`src/rtl/pic_pkg.sv`:
```
// Shared definitions for the PIC CPU-side initiator.
// Holds the FSM state encoding, ICW bit positions, the timer width and the
// latched ICW set structure.
package pic_pkg;

    localparam int CNT_W     = 4;

    // ICW1 / vector bit positions
    localparam int ICW1_IC4  = 0;
    localparam int ICW1_SNGL = 1;
    localparam int ICW1_INIT = 4;
    localparam int VEC_T_MSB = 7;
    localparam int VEC_T_LSB = 3;

    typedef enum logic [2:0] {
        ST_IDLE,
        ST_W_SETUP,
        ST_W_STROBE,
        ST_W_HOLD,
        ST_A_P1,
        ST_A_GAP,
        ST_A_P2,
        ST_A_REL
    } pic_state_e;

    typedef enum logic [1:0] {
        W_ICW1,
        W_ICW2,
        W_ICW3,
        W_ICW4
    } icw_idx_e;

    typedef struct packed {
        logic [7:0] icw1;
        logic [7:0] icw2;
        logic [7:0] icw3;
        logic [7:0] icw4;
    } icw_set_t;

endpackage

```
`src/rtl/pic_pulse_timer.sv`:
```
// Loadable down-counter timing the multi-cycle write and acknowledge states.
// Ports:
//   clk, rst  - clock, async active-high reset
//   load      - load load_val this cycle (wins over decrement)
//   load_val  - value to load (cycles remaining minus one)
//   zero      - counter is at zero; the current state ends this cycle
module pic_pulse_timer
    import pic_pkg::*;
(
    input  logic             clk,
    input  logic             rst,
    input  logic             load,
    input  logic [CNT_W-1:0] load_val,
    output logic             zero
);

    logic [CNT_W-1:0] cnt;

    always_ff @(posedge clk or posedge rst) begin
        if (rst)
            cnt <= '0;
        else if (load)
            cnt <= load_val;
        else if (cnt != '0)
            cnt <= cnt - 1'b1;
    end

    assign zero = (cnt == '0);

endmodule

```
`src/rtl/pic_cpu_master.sv`:
```
// CPU-side initiator for the interrupt controller host interface.
// Writes the ICW1..ICW4 initialisation sequence over WR_n/A0/data and
// answers INT with the two-pulse INTA_n handshake, capturing the vector.
// Ports:
//   clk, rst                 - clock, async active-high reset
//   cfg_start, icw*_in       - request to program the controller + ICW values
//   cfg_busy/cfg_done        - sequence running / one-cycle completion pulse
//   configured               - sticky, set when a sequence completes
//   WR_n, A0, data_out/oe    - write port towards the controller
//   data_in                  - bus read value (vector)
//   INT, INTA_n              - interrupt request / acknowledge
//   vector, vector_valid     - captured vector and its update pulse
//   vec_err                  - vector type bits differ from ICW2 (only with
//                              PIC_VEC_CHECK_EN defined)
module pic_cpu_master
    import pic_pkg::*;
#(
    parameter int WR_PULSE   = 2,
    parameter int INTA_PULSE = 2,
    parameter int INTA_GAP   = 2
) (
    input  logic       clk,
    input  logic       rst,
    input  logic       cfg_start,
    input  logic [7:0] icw1_in,
    input  logic [7:0] icw2_in,
    input  logic [7:0] icw3_in,
    input  logic [7:0] icw4_in,
    output logic       cfg_busy,
    output logic       cfg_done,
    output logic       configured,
    output logic       WR_n,
    output logic       A0,
    output logic [7:0] data_out,
    output logic       data_oe,
    input  logic [7:0] data_in,
    input  logic       INT,
    output logic       INTA_n,
    output logic [7:0] vector,
    output logic       vector_valid
`ifdef PIC_VEC_CHECK_EN
    ,
    output logic       vec_err
`endif
);

    localparam logic [CNT_W-1:0] WR_LD  = CNT_W'(WR_PULSE - 1);
    localparam logic [CNT_W-1:0] P_LD   = CNT_W'(INTA_PULSE - 1);
    localparam logic [CNT_W-1:0] GAP_LD = CNT_W'(INTA_GAP - 1);

    pic_state_e       state, state_nxt;
    icw_idx_e         word, word_nxt;
    icw_set_t         icw_q;
    logic             tmr_load, tmr_zero;
    logic [CNT_W-1:0] tmr_val;
    logic             accept, finish, capture;
    logic             more;
    icw_idx_e         next_word;
    logic [7:0]       cur_data;

    pic_pulse_timer u_timer (
        .clk      (clk),
        .rst      (rst),
        .load     (tmr_load),
        .load_val (tmr_val),
        .zero     (tmr_zero)
    );

    // Which word follows the current one: ICW3 only in cascade mode,
    // ICW4 only when ICW1 asks for it.
    always_comb begin
        more      = 1'b0;
        next_word = W_ICW1;
        case (word)
            W_ICW1: begin more = 1'b1; next_word = W_ICW2; end
            W_ICW2: begin
                if (!icw_q.icw1[ICW1_SNGL]) begin
                    more = 1'b1; next_word = W_ICW3;
                end else if (icw_q.icw1[ICW1_IC4]) begin
                    more = 1'b1; next_word = W_ICW4;
                end
            end
            W_ICW3: begin
                if (icw_q.icw1[ICW1_IC4]) begin
                    more = 1'b1; next_word = W_ICW4;
                end
            end
            default: ;
        endcase
    end

    always_ff @(posedge clk or posedge rst) begin
        if (rst) begin
            state <= ST_IDLE;
            word  <= W_ICW1;
        end else begin
            state <= state_nxt;
            word  <= word_nxt;
        end
    end

    always_comb begin
        state_nxt = state;
        word_nxt  = word;
        tmr_load  = 1'b0;
        tmr_val   = '0;
        accept    = 1'b0;
        finish    = 1'b0;
        capture   = 1'b0;
        case (state)
            ST_IDLE: begin
                // cfg_start wins over a simultaneous INT
                if (cfg_start) begin
                    accept    = 1'b1;
                    word_nxt  = W_ICW1;
                    state_nxt = ST_W_SETUP;
                end else if (configured && INT) begin
                    tmr_load  = 1'b1;
                    tmr_val   = P_LD;
                    state_nxt = ST_A_P1;
                end
            end
            ST_W_SETUP: begin
                tmr_load  = 1'b1;
                tmr_val   = WR_LD;
                state_nxt = ST_W_STROBE;
            end
            ST_W_STROBE: if (tmr_zero) state_nxt = ST_W_HOLD;
            ST_W_HOLD: begin
                if (more) begin
                    word_nxt  = next_word;
                    state_nxt = ST_W_SETUP;
                end else begin
                    finish    = 1'b1;
                    state_nxt = ST_IDLE;
                end
            end
            ST_A_P1: if (tmr_zero) begin
                tmr_load  = 1'b1;
                tmr_val   = GAP_LD;
                state_nxt = ST_A_GAP;
            end
            ST_A_GAP: if (tmr_zero) begin
                tmr_load  = 1'b1;
                tmr_val   = P_LD;
                state_nxt = ST_A_P2;
            end
            ST_A_P2: if (tmr_zero) begin
                capture   = 1'b1;
                tmr_load  = 1'b1;
                tmr_val   = GAP_LD;
                state_nxt = ST_A_REL;
            end
            ST_A_REL: if (tmr_zero) state_nxt = ST_IDLE;
            default: state_nxt = ST_IDLE;
        endcase
    end

    always_ff @(posedge clk or posedge rst) begin
        if (rst) begin
            icw_q        <= '0;
            cfg_done     <= 1'b0;
            configured   <= 1'b0;
            vector       <= 8'h00;
            vector_valid <= 1'b0;
        end else begin
            cfg_done     <= finish;
            vector_valid <= capture;
            if (accept) begin
                icw_q.icw1 <= icw1_in | (8'h01 << ICW1_INIT);
                icw_q.icw2 <= icw2_in;
                icw_q.icw3 <= icw3_in;
                icw_q.icw4 <= icw4_in;
                configured <= 1'b0;
            end else if (finish) begin
                configured <= 1'b1;
            end
            if (capture)
                vector <= data_in;
        end
    end

`ifdef PIC_VEC_CHECK_EN
    always_ff @(posedge clk or posedge rst) begin
        if (rst)
            vec_err <= 1'b0;
        else
            vec_err <= capture &&
                (data_in[VEC_T_MSB:VEC_T_LSB] != icw_q.icw2[VEC_T_MSB:VEC_T_LSB]);
    end
`endif

    always_comb begin
        case (word)
            W_ICW1:  cur_data = icw_q.icw1;
            W_ICW2:  cur_data = icw_q.icw2;
            W_ICW3:  cur_data = icw_q.icw3;
            default: cur_data = icw_q.icw4;
        endcase
    end

    // Outputs decode straight from state so reset drops them immediately.
    assign cfg_busy = (state == ST_W_SETUP) || (state == ST_W_STROBE) ||
                      (state == ST_W_HOLD);
    assign data_oe  = cfg_busy;
    assign WR_n     = (state != ST_W_STROBE);
    assign A0       = cfg_busy && (word != W_ICW1);
    assign data_out = cfg_busy ? cur_data : 8'h00;
    assign INTA_n   = !((state == ST_A_P1) || (state == ST_A_P2));

endmodule

```
`config.mk`:
```
export PLATFORM = sky130hd
export DESIGN_NAME = pic_cpu_master
export DESIGN_NICKNAME = d
export VERILOG_FILES = /design/src/rtl/pic_pkg.sv /design/src/rtl/pic_pulse_timer.sv /design/src/rtl/pic_cpu_master.sv
export SDC_FILE = /design/constraint.sdc
export NUM_CORES = 1
export LEC_CHECK = 0
export BUFFER_PORTS_ARGS = -buffer_cell sky130_fd_sc_hd__buf_2
export CAP_MARGIN = 15
export CELL_PAD_IN_SITES_DETAIL_PLACEMENT = 2
export CELL_PAD_IN_SITES_GLOBAL_PLACEMENT = 2
export CORE_MARGIN = 2
export CORE_UTILIZATION = 34
export CTS_CLUSTER_DIAMETER = 30
export DETAILED_ROUTE_END_ITERATION = 10
export GPL_TIMING_DRIVEN = 0
export PLACE_DENSITY = 0.84
export SYNTH_ARGS = -nofsm -noshare
export SYNTH_HDL_FRONTEND = slang
export SYNTH_SLANG_ARGS = --single-unit
```
`constraint.sdc`:
```
create_clock -name clk -period 5.8 [get_ports clk]
set_clock_uncertainty 0.15 [all_clocks]
set_input_delay 0 -clock clk [delete_from_list [all_inputs] [get_ports clk]]
set_output_delay 0 -clock clk [all_outputs]
set_load 0.05 [all_outputs]
```
==> metrics.txt, run 1 <==
# TYPE chip_impl_metric gauge
chip_impl_metric{name="r2r.worst_path.cells",unit=""} 6
chip_impl_metric{name="drc_errors",unit=""} 0
chip_impl_metric{name="ctsHtreeMaxLevel",unit=""} 2
chip_impl_metric{name="via_count",unit=""} 2319
chip_impl_metric{name="worst_setup_hold_path_clk_slew",unit="ns"} 0.11
chip_impl_metric{name="synth_warn",unit=""} 0
chip_impl_info{name="worst_path_most_repeated_cell",value="inv_1"} 1
chip_impl_metric{name="worstSkewPairLatency",unit="ns"} 0.31
chip_impl_metric{name="p_leak",unit="nW"} 1.756
chip_impl_metric{name="cts_inserted_buffers",unit=""} 5
chip_impl_metric{name="sequential_cell_area",unit="um2"} 1301
chip_impl_metric{name="wire_length_of_the_first_global_routing_pass",unit="um"} 15510
chip_impl_metric{name="cts_buffer_depth",unit=""} 2
chip_impl_metric{name="max-cap-violations",unit=""} 0
chip_impl_info{name="synth_flop_cell",value="dfrtp_1"} 1
chip_impl_metric{name="avgSynthCellArea",unit="um2"} 9.984
chip_impl_metric{name="design.portCount",unit=""} 68
chip_impl_metric{name="synth_largest_type_area_fraction",unit="%"} 53.20
chip_impl_metric{name="wirelength",unit="um"} 9779
chip_impl_metric{name="maximum_number_of_pins_on_one_net_before_global_route_repair",unit=""} 35
chip_impl_metric{name="cp_data_arrival_time",unit="ns"} 2.41
chip_impl_metric{name="setup_violations",unit=""} 0
chip_impl_metric{name="worst_slew_pin_slew",unit="ns"} 1.013
chip_impl_metric{name="globalplace.congestion",unit=""} 0.7709
chip_impl_info{name="clock_tree.root_cell",value="clkbuf_8"} 1
chip_impl_info{name="hp-class",value="primary input to asynchronous set/reset pin"} 1
chip_impl_metric{name="crit_path_max_incr_delay",unit="ns"} 0.57
chip_impl_metric{name="overflow_left_after_global_routing",unit=""} 0
chip_impl_metric{name="antenna_found_initial",unit=""} 0
chip_impl_info{name="outcome",value="complete, no violations"} 1
chip_impl_metric{name="fillers",unit=""} 741
chip_impl_metric{name="final_nets",unit=""} 408
chip_impl_metric{name="ys_types",unit=""} 32
chip_impl_metric{name="synthesis.area",unit="um2"} 2446
chip_impl_metric{name="required",unit="ns"} 5.65
chip_impl_info{name="synth.area.top_cells",value="dfrtp_1 53%, nand2_1 16%, mux4_2 7.4%, buf_6 2.8%, mux2_1 2.8%"} 1
chip_impl_metric{name="power.ir.vdd_worst",unit="mV"} 0.1711
chip_impl_metric{name="fin_max_slew_vios",unit=""} 0
chip_impl_metric{name="min_period_over_period",unit="%"} 44.14
chip_impl_info{name="crit_path_cell_trace",value="clkbuf_1, inv_1, o21ai_1, inv_1, buf_4, buf_2"} 1
chip_impl_metric{name="share_of_the_core_filled_with_cells",unit="%"} 50.35
chip_impl_metric{name="route.detailed.wl_per_inst",unit="um"} 21.31
chip_impl_metric{name="cp_max_fo",unit=""} 10
chip_impl_metric{name="tns",unit="ns"} 0
chip_impl_metric{name="synth_fp_nets",unit=""} 291
chip_impl_info{name="setup.worst_path.start_class",value="flip-flop"} 1
chip_impl_metric{name="ys_seq_area_share",unit="%"} 53.20
chip_impl_metric{name="synth.ff_latch_count",unit=""} 52
chip_impl_metric{name="maxClockFrequency",unit="MHz"} 390.6
chip_impl_metric{name="horizontal_die_dimension",unit="um"} 88.82
chip_impl_metric{name="async_flop_share",unit="%"} 100.0
chip_impl_metric{name="postRouteAntennaNets",unit=""} 0
chip_impl_metric{name="route.detailed.vias_per_inst",unit=""} 5.052
chip_impl_info{name="cts_tree",value="yes"} 1
chip_impl_info{name="r2r-end",value="vector[2]"} 1
chip_impl_metric{name="multiInputGateArea",unit="um2"} 1010
chip_impl_metric{name="drt_pre_antenna_iters",unit=""} 4
chip_impl_metric{name="die_area",unit="um2"} 7889
chip_impl_metric{name="number_of_global_route_vias_before_repair",unit=""} 2786
chip_impl_metric{name="post-route-min-period",unit="ns"} 2.560
chip_impl_info{name="path_class",value="flip-flop to output pin"} 1
chip_impl_info{name="synth.top_cells.by_count",value="102 x nand2_1, 52 x dfrtp_1, 10 x nor2b_1, 8 x mux4_2, 8 x nor2_1"} 1
chip_impl_info{name="critical_path.reg2reg.startpoint",value="u_timer.cnt[0]"} 1
chip_impl_metric{name="starting_density_of_the_core",unit="%"} 35.61
chip_impl_metric{name="design.core.area",unit="um2"} 6869
chip_impl_metric{name="flow.area_growth_from_synthesis",unit="%"} 41.38
chip_impl_info{name="critPathSlowestCell",value="o21ai_1"} 1
chip_impl_metric{name="final_layout_size_suffix_gt1_share",unit="%"} 27.55
chip_impl_metric{name="hpwl",unit="um"} 5099
chip_impl_metric{name="timing.final.hold_violations",unit=""} 0
chip_impl_metric{name="synth_enable_flop_cells",unit=""} 0
chip_impl_metric{name="port-buffer-count",unit=""} 66
chip_impl_metric{name="die_y",unit="um"} 88.82
chip_impl_info{name="most_common_cell_in_the_netlist",value="nand2_1"} 1
chip_impl_info{name="post-synth-top-area-cell",value="dfrtp_1"} 1
chip_impl_info{name="rsz0062_at_grt",value="false"} 1
chip_impl_metric{name="clkSinkCount",unit=""} 52
chip_impl_info{name="timing.critical_path.to_type",value="output pin"} 1
chip_impl_metric{name="max-slew-margin-rel",unit="%"} 32.01
chip_impl_metric{name="grt_use_total",unit="%"} 26.68
chip_impl_metric{name="syn-instance-count",unit=""} 245
chip_impl_metric{name="antenna_cells_inserted",unit=""} 0
chip_impl_metric{name="dr.first_iter.drc_count",unit=""} 52
chip_impl_metric{name="r2r_slack",unit="ns"} 3.56
chip_impl_metric{name="core.rowCount",unit=""} 30
chip_impl_metric{name="pwr_density_cell",unit="nW/um2"} 495.8
-- layer usage --
layer  global-route usage [%]  vias up  wire length (um)
met1                    33.14     1191              4079
met2                    48.24       78              5180
met3                    3.265       20               286
li1                         -     1030                 -
met5                        0        -                 0
met4                    8.127        0               233
-- stage by stage --
step | cells | setup slack [ns] | hold WS [ns] | area, um2 | total power, mW
finish | 459 | 3.240 | 0.08346 | 3458 | 1.715
global route | 459 | 3.063 | 0.1198 | 3458 | 1.810
CTS | 459 | 3.330 | 0.08900 | 3458 | 1.644
detailed placement | 408 | 3.651 | -0.1178 | 2917 | 1.357
global placement | 407 | 3.613 | 0.04476 | 2897 | 1.305
floorplan | 245 | 3.926 | -0.04456 | 2446 | 1.157
-- kinds of logic after synthesis --
logic type | count (synthesis) | share of synthesized area (%)
AOI/OAI and AO/OA | 18 | 4.552
xor gates and xnor gates | 3 | 1.074
adders and majority gates | 2 | 1.023
buffers and inverters | 21 | 5.524
DFF | 52 | 53.20
muxes | 16 | 11.05
and+or+nand+nor | 133 | 23.58
-- how the worst max path moves through the flow --
| stage | startpoint | endpoint | slack (ns) |
|---|---|---|---|
| global placement | rst | icw_q[6] | 3.61 |
| global route | state[2] | data_oe | 3.06 |
| floorplan | u_timer.cnt[0] | vector[0] | 3.93 |
| CTS | state[2] | data_oe | 3.33 |
| detailed placement | u_timer.cnt[0] | vector[1] | 3.65 |
| finish | state[2] | data_oe | 3.24 |
-- layout by cell type, fill, tap and decap left out, drive strengths merged --
cell type,instances
ha,2
buf,78
o21ai,4
clkinv,1
nor3b,1
clkbuf,8
or4,1
o32ai,1
nand2b,3
nor3,4
xnor2,2
dlygate4sd3,43
nor4,1
mux2,8
nand2,102
o41ai,1
a22oi,2
dfrtp,52
nor2,8
a21oi,6
clkinvlp,1
a211o,1
nand3b,1
o21a,1
and3,1
nor2b,10
mux4,8
a31oi,2
bufinv,1
or3,1
xor2,1
inv,7
-- cell type report --
class / instances / area share, %
flip-flops and latches: 52 / 37.63
multi-input cells: 172 / 29.20
repair buffers: 110 / 22.58
well taps: 96 / 3.473
plain buffers: 14 / 3.148
clock buffers: 5 / 1.990
clock inverters: 3 / 1.230
inverters: 7 / 0.7598
-- state kept, by name, indices dropped and copies added, names as in the netlist --
register      flops
cfg_done          1
configured        1
icw_q            32
state             3
u_timer.cnt       4
vector            8
vector_valid      1
word              2
-- critical path: cells and delay by family (launching register included) --
family,cells,cell delay (ns)
buffers and inverters,5,1.08
DFF,1,0.45
AOI/OAI and AO/OA,1,0.57
-- report_power, final --
part | switching, mW | internal, mW | leakage, nW
Clock | 0.135 | 0.128 | 0.0541
Sequential | 0.147 | 0.525 | 0.636
Combinational | 0.485 | 0.295 | 1.07
Total | 0.767 | 0.948 | 1.76
-- what timing repair did --
action,in CTS,in global routing
resized for setup,0,0
setup buffers,0,0
hold buffers,43,0
endpoints found under the hold margin,93,0
(Power assumes the default switching activity.)
==> run 2, diff against run 1 <==
--- a/config.mk
+++ b/config.mk
@@ -10,11 +10,11 @@
 export CELL_PAD_IN_SITES_DETAIL_PLACEMENT = 2
 export CELL_PAD_IN_SITES_GLOBAL_PLACEMENT = 2
 export CORE_MARGIN = 2
-export CORE_UTILIZATION = 34
+export CORE_UTILIZATION = 31
 export CTS_CLUSTER_DIAMETER = 30
 export DETAILED_ROUTE_END_ITERATION = 10
 export GPL_TIMING_DRIVEN = 0
-export PLACE_DENSITY = 0.84
+export PLACE_DENSITY = 0.78
 export SYNTH_ARGS = -nofsm -noshare
 export SYNTH_HDL_FRONTEND = slang
 export SYNTH_SLANG_ARGS = --single-unit
==> constraint.sdc (replaced) <==
create_clock -name clk -period 2.5 [get_ports clk]
set_clock_uncertainty 0.15 [all_clocks]
set_input_delay 0 -clock clk [delete_from_list [all_inputs] [get_ports clk]]
set_output_delay 0 -clock clk [all_outputs]
set_load 0.05 [all_outputs]
==> run 2 against run 1 <==
Critical path depth fell by 2. Sequential cell count is the same. Cell count is 1.3% higher. Combinational power is 120% higher. Clock power increased by 92%. Global-route usage shrank 7.4 points. Total power is 110% higher. Count of clock-buffer cells in the layout grew 1. Register-to-register slack got worse by 3.2 ns. Utilization shrank 5.5 points. Highest routed layer unchanged.
==> metrics.txt, run 2 (synthesized netlist as in run 1, its figures left out) <==
# TYPE chip_impl_metric gauge
chip_impl_info{name="outcome",value="complete, no violations"} 1
chip_impl_metric{name="numPlacedInstances",unit=""} 414
chip_impl_metric{name="hpwl",unit="um"} 4836
chip_impl_metric{name="final_layout_size_suffix_gt1_share",unit="%"} 27.82
chip_impl_metric{name="wire_length_of_the_first_global_routing_pass",unit="um"} 12740
chip_impl_metric{name="clkSinkCount",unit=""} 52
chip_impl_metric{name="ctsHtreeMaxLevel",unit=""} 2
chip_impl_metric{name="largest_reg_flops",unit=""} 32
chip_impl_metric{name="cp_data_arrival_time",unit="ns"} 2.09
chip_impl_metric{name="r2r_slack",unit="ns"} 0.38
chip_impl_metric{name="max-cap-violations",unit=""} 0
chip_impl_metric{name="die_y",unit="um"} 92.83
chip_impl_metric{name="power.ir.vdd_worst",unit="mV"} 0.3151
chip_impl_metric{name="drt_pre_antenna_iters",unit=""} 4
chip_impl_metric{name="wirelength",unit="um"} 7658
chip_impl_metric{name="core.rowCount",unit=""} 32
chip_impl_info{name="reg.largest.list",value="icw_q (32), vector (8), u_timer.cnt (4)"} 1
chip_impl_metric{name="crit_path_max_incr_delay",unit="ns"} 0.51
chip_impl_metric{name="post-route-min-period",unit="ns"} 2.241
chip_impl_metric{name="via_count",unit=""} 2154
chip_impl_metric{name="fin_cells",unit=""} 465
chip_impl_metric{name="worst_setup_hold_path_clk_slew",unit="ns"} 0.09
chip_impl_metric{name="maxClockFrequency",unit="MHz"} 446.2
chip_impl_metric{name="cp_max_fo",unit=""} 10
chip_impl_info{name="final_cell_mix",value="102 x nand2_1, 69 x buf_2, 52 x dfrtp_1"} 1
chip_impl_metric{name="design.core.area",unit="um2"} 7687
chip_impl_metric{name="grt_use_total",unit="%"} 19.25
chip_impl_info{name="final_common_cell",value="nand2_1"} 1
chip_impl_metric{name="port-buffer-count",unit=""} 66
chip_impl_metric{name="antenna_found_initial",unit=""} 0
chip_impl_info{name="setup.worst_path.start_class",value="flip-flop"} 1
chip_impl_metric{name="max-slew-margin-rel",unit="%"} 61.34
chip_impl_metric{name="worstSkewPairLatency",unit="ns"} 0.31
chip_impl_metric{name="antenna_cells_inserted",unit=""} 0
chip_impl_metric{name="p_leak",unit="nW"} 1.748
chip_impl_metric{name="min_period_over_period",unit="%"} 89.64
chip_impl_info{name="hp-class",value="primary input to asynchronous set/reset pin"} 1
chip_impl_metric{name="pwr_density_cell",unit="nW/um2"} 1061
chip_impl_metric{name="starting_density_of_the_core",unit="%"} 31.82
chip_impl_metric{name="design.portCount",unit=""} 68
chip_impl_metric{name="cts_buffer_depth",unit=""} 2
chip_impl_metric{name="timing.final.hold_violations",unit=""} 0
chip_impl_info{name="timing.critical_path.to_type",value="output pin"} 1
chip_impl_metric{name="worst_slew_pin_slew",unit="ns"} 0.5800
chip_impl_metric{name="route.detailed.vias_per_inst",unit=""} 4.632
chip_impl_metric{name="horizontal_die_dimension",unit="um"} 92.83
chip_impl_info{name="critical_path.reg2reg.startpoint",value="state[0]"} 1
chip_impl_metric{name="postRouteAntennaNets",unit=""} 0
chip_impl_info{name="crit_path_cell_trace",value="clkbuf_1, mux4_2, nor2b_1, buf_2"} 1
chip_impl_metric{name="drc_errors",unit=""} 0
chip_impl_info{name="cts_tree",value="yes"} 1
chip_impl_metric{name="final_nets",unit=""} 408
chip_impl_metric{name="fin_max_slew_vios",unit=""} 0
chip_impl_info{name="r2r-end",value="icw_q[1]"} 1
chip_impl_metric{name="r2r.worst_path.cells",unit=""} 5
chip_impl_metric{name="overflow_left_after_global_routing",unit=""} 0
chip_impl_metric{name="required",unit="ns"} 2.35
chip_impl_metric{name="multiInputGateArea",unit="um2"} 1013
chip_impl_metric{name="tns",unit="ns"} 0
chip_impl_metric{name="flow.area_growth_from_synthesis",unit="%"} 41.07
chip_impl_info{name="critPathSlowestCell",value="dfrtp_1"} 1
chip_impl_metric{name="setup_violations",unit=""} 0
chip_impl_metric{name="dr.first_iter.drc_count",unit=""} 57
chip_impl_metric{name="route.detailed.wl_per_inst",unit="um"} 16.47
chip_impl_metric{name="die_area",unit="um2"} 8617
chip_impl_metric{name="post_cts_repair_timing_setup_buffer_count",unit=""} 0
chip_impl_info{name="max_flop_register",value="icw_q"} 1
chip_impl_metric{name="cts_inserted_buffers",unit=""} 5
chip_impl_metric{name="number_of_global_route_vias_before_repair",unit=""} 2471
chip_impl_info{name="rsz0062_at_grt",value="false"} 1
chip_impl_info{name="clock_tree.root_cell",value="clkbuf_8"} 1
chip_impl_metric{name="share_of_the_core_filled_with_cells",unit="%"} 44.89
chip_impl_metric{name="fillers",unit=""} 844
chip_impl_metric{name="maximum_number_of_pins_on_one_net_before_global_route_repair",unit=""} 38
chip_impl_metric{name="globalplace.congestion",unit=""} 0.7192
chip_impl_metric{name="sequential_cell_area",unit="um2"} 1301
chip_impl_info{name="path_class",value="flip-flop to output pin"} 1
run 2: area by class of cell:
type	count	share of cell area (%)
Timing Repair Buffer	110	22.63
Tap cell	102	3.698
Inverter	7	0.7614
Buffer	14	3.154
Clock inverter	2	0.2901
Clock buffer	6	2.393
Sequential cell	52	37.71
Multi-Input combinational cell	172	29.37
run 2: report_power, final:
group	switching [mW]	internal (mW)	total, mW
logic	0.999	0.681	1.68
clock network	0.284	0.222	0.506
registers	0.259	1.22	1.48
run 2: timing repair:
action,in CTS,in global routing
hold buffers,43,0
setup endpoints to repair,1,0
gates resized for setup,1,0
endpoints found under the hold margin,93,0
run 2: critical path: cells and delay by family (launching register included):
kind	cells	cell delay (ns)
buffers and inverters	2	0.74
DFF	1	0.51
muxes	1	0.39
and+or+nand+nor	1	0.15
run 2: layer usage:
metal	wire (um)	part of all wire (%)	vias up	GRT usage (%)
li1	-	-	1026	-
met1	3163	41	1071	22.87
met2	4141	54	49	35.87
met3	270	3.5	8	3.662
met4	82	1.1	0	4.167
met5	0	0	-	0
run 2: worst max path at each step:
| stage | cells after the start | startpoint | endpoint |
|---|---|---|---|
| after floorplan | 6 | u_timer.cnt[0] | vector[0] |
| after global placement | 2 | rst | icw_q[9] |
| after detailed placement | 6 | u_timer.cnt[0] | vector[1] |
| after CTS | 4 | word[1] | data_out[4] |
| after global routing | 6 | state[2] | data_oe |
| final | 4 | word[1] | data_out[3] |
run 2: per-stage QoR:
step                      setup slack [ns]  power, mW  cell area (um2)  hold WS [ns]
after global routing                0.1189      3.952             3451       0.09455
final                               0.2590      3.661             3451       0.05448
after detailed placement            0.3567      3.122             2924       -0.1518
after CTS                           0.2533      3.686             3451       0.06293
after global placement              0.3139      3.030             2904       0.04433
after floorplan                     0.6258      2.684             2446      -0.04456
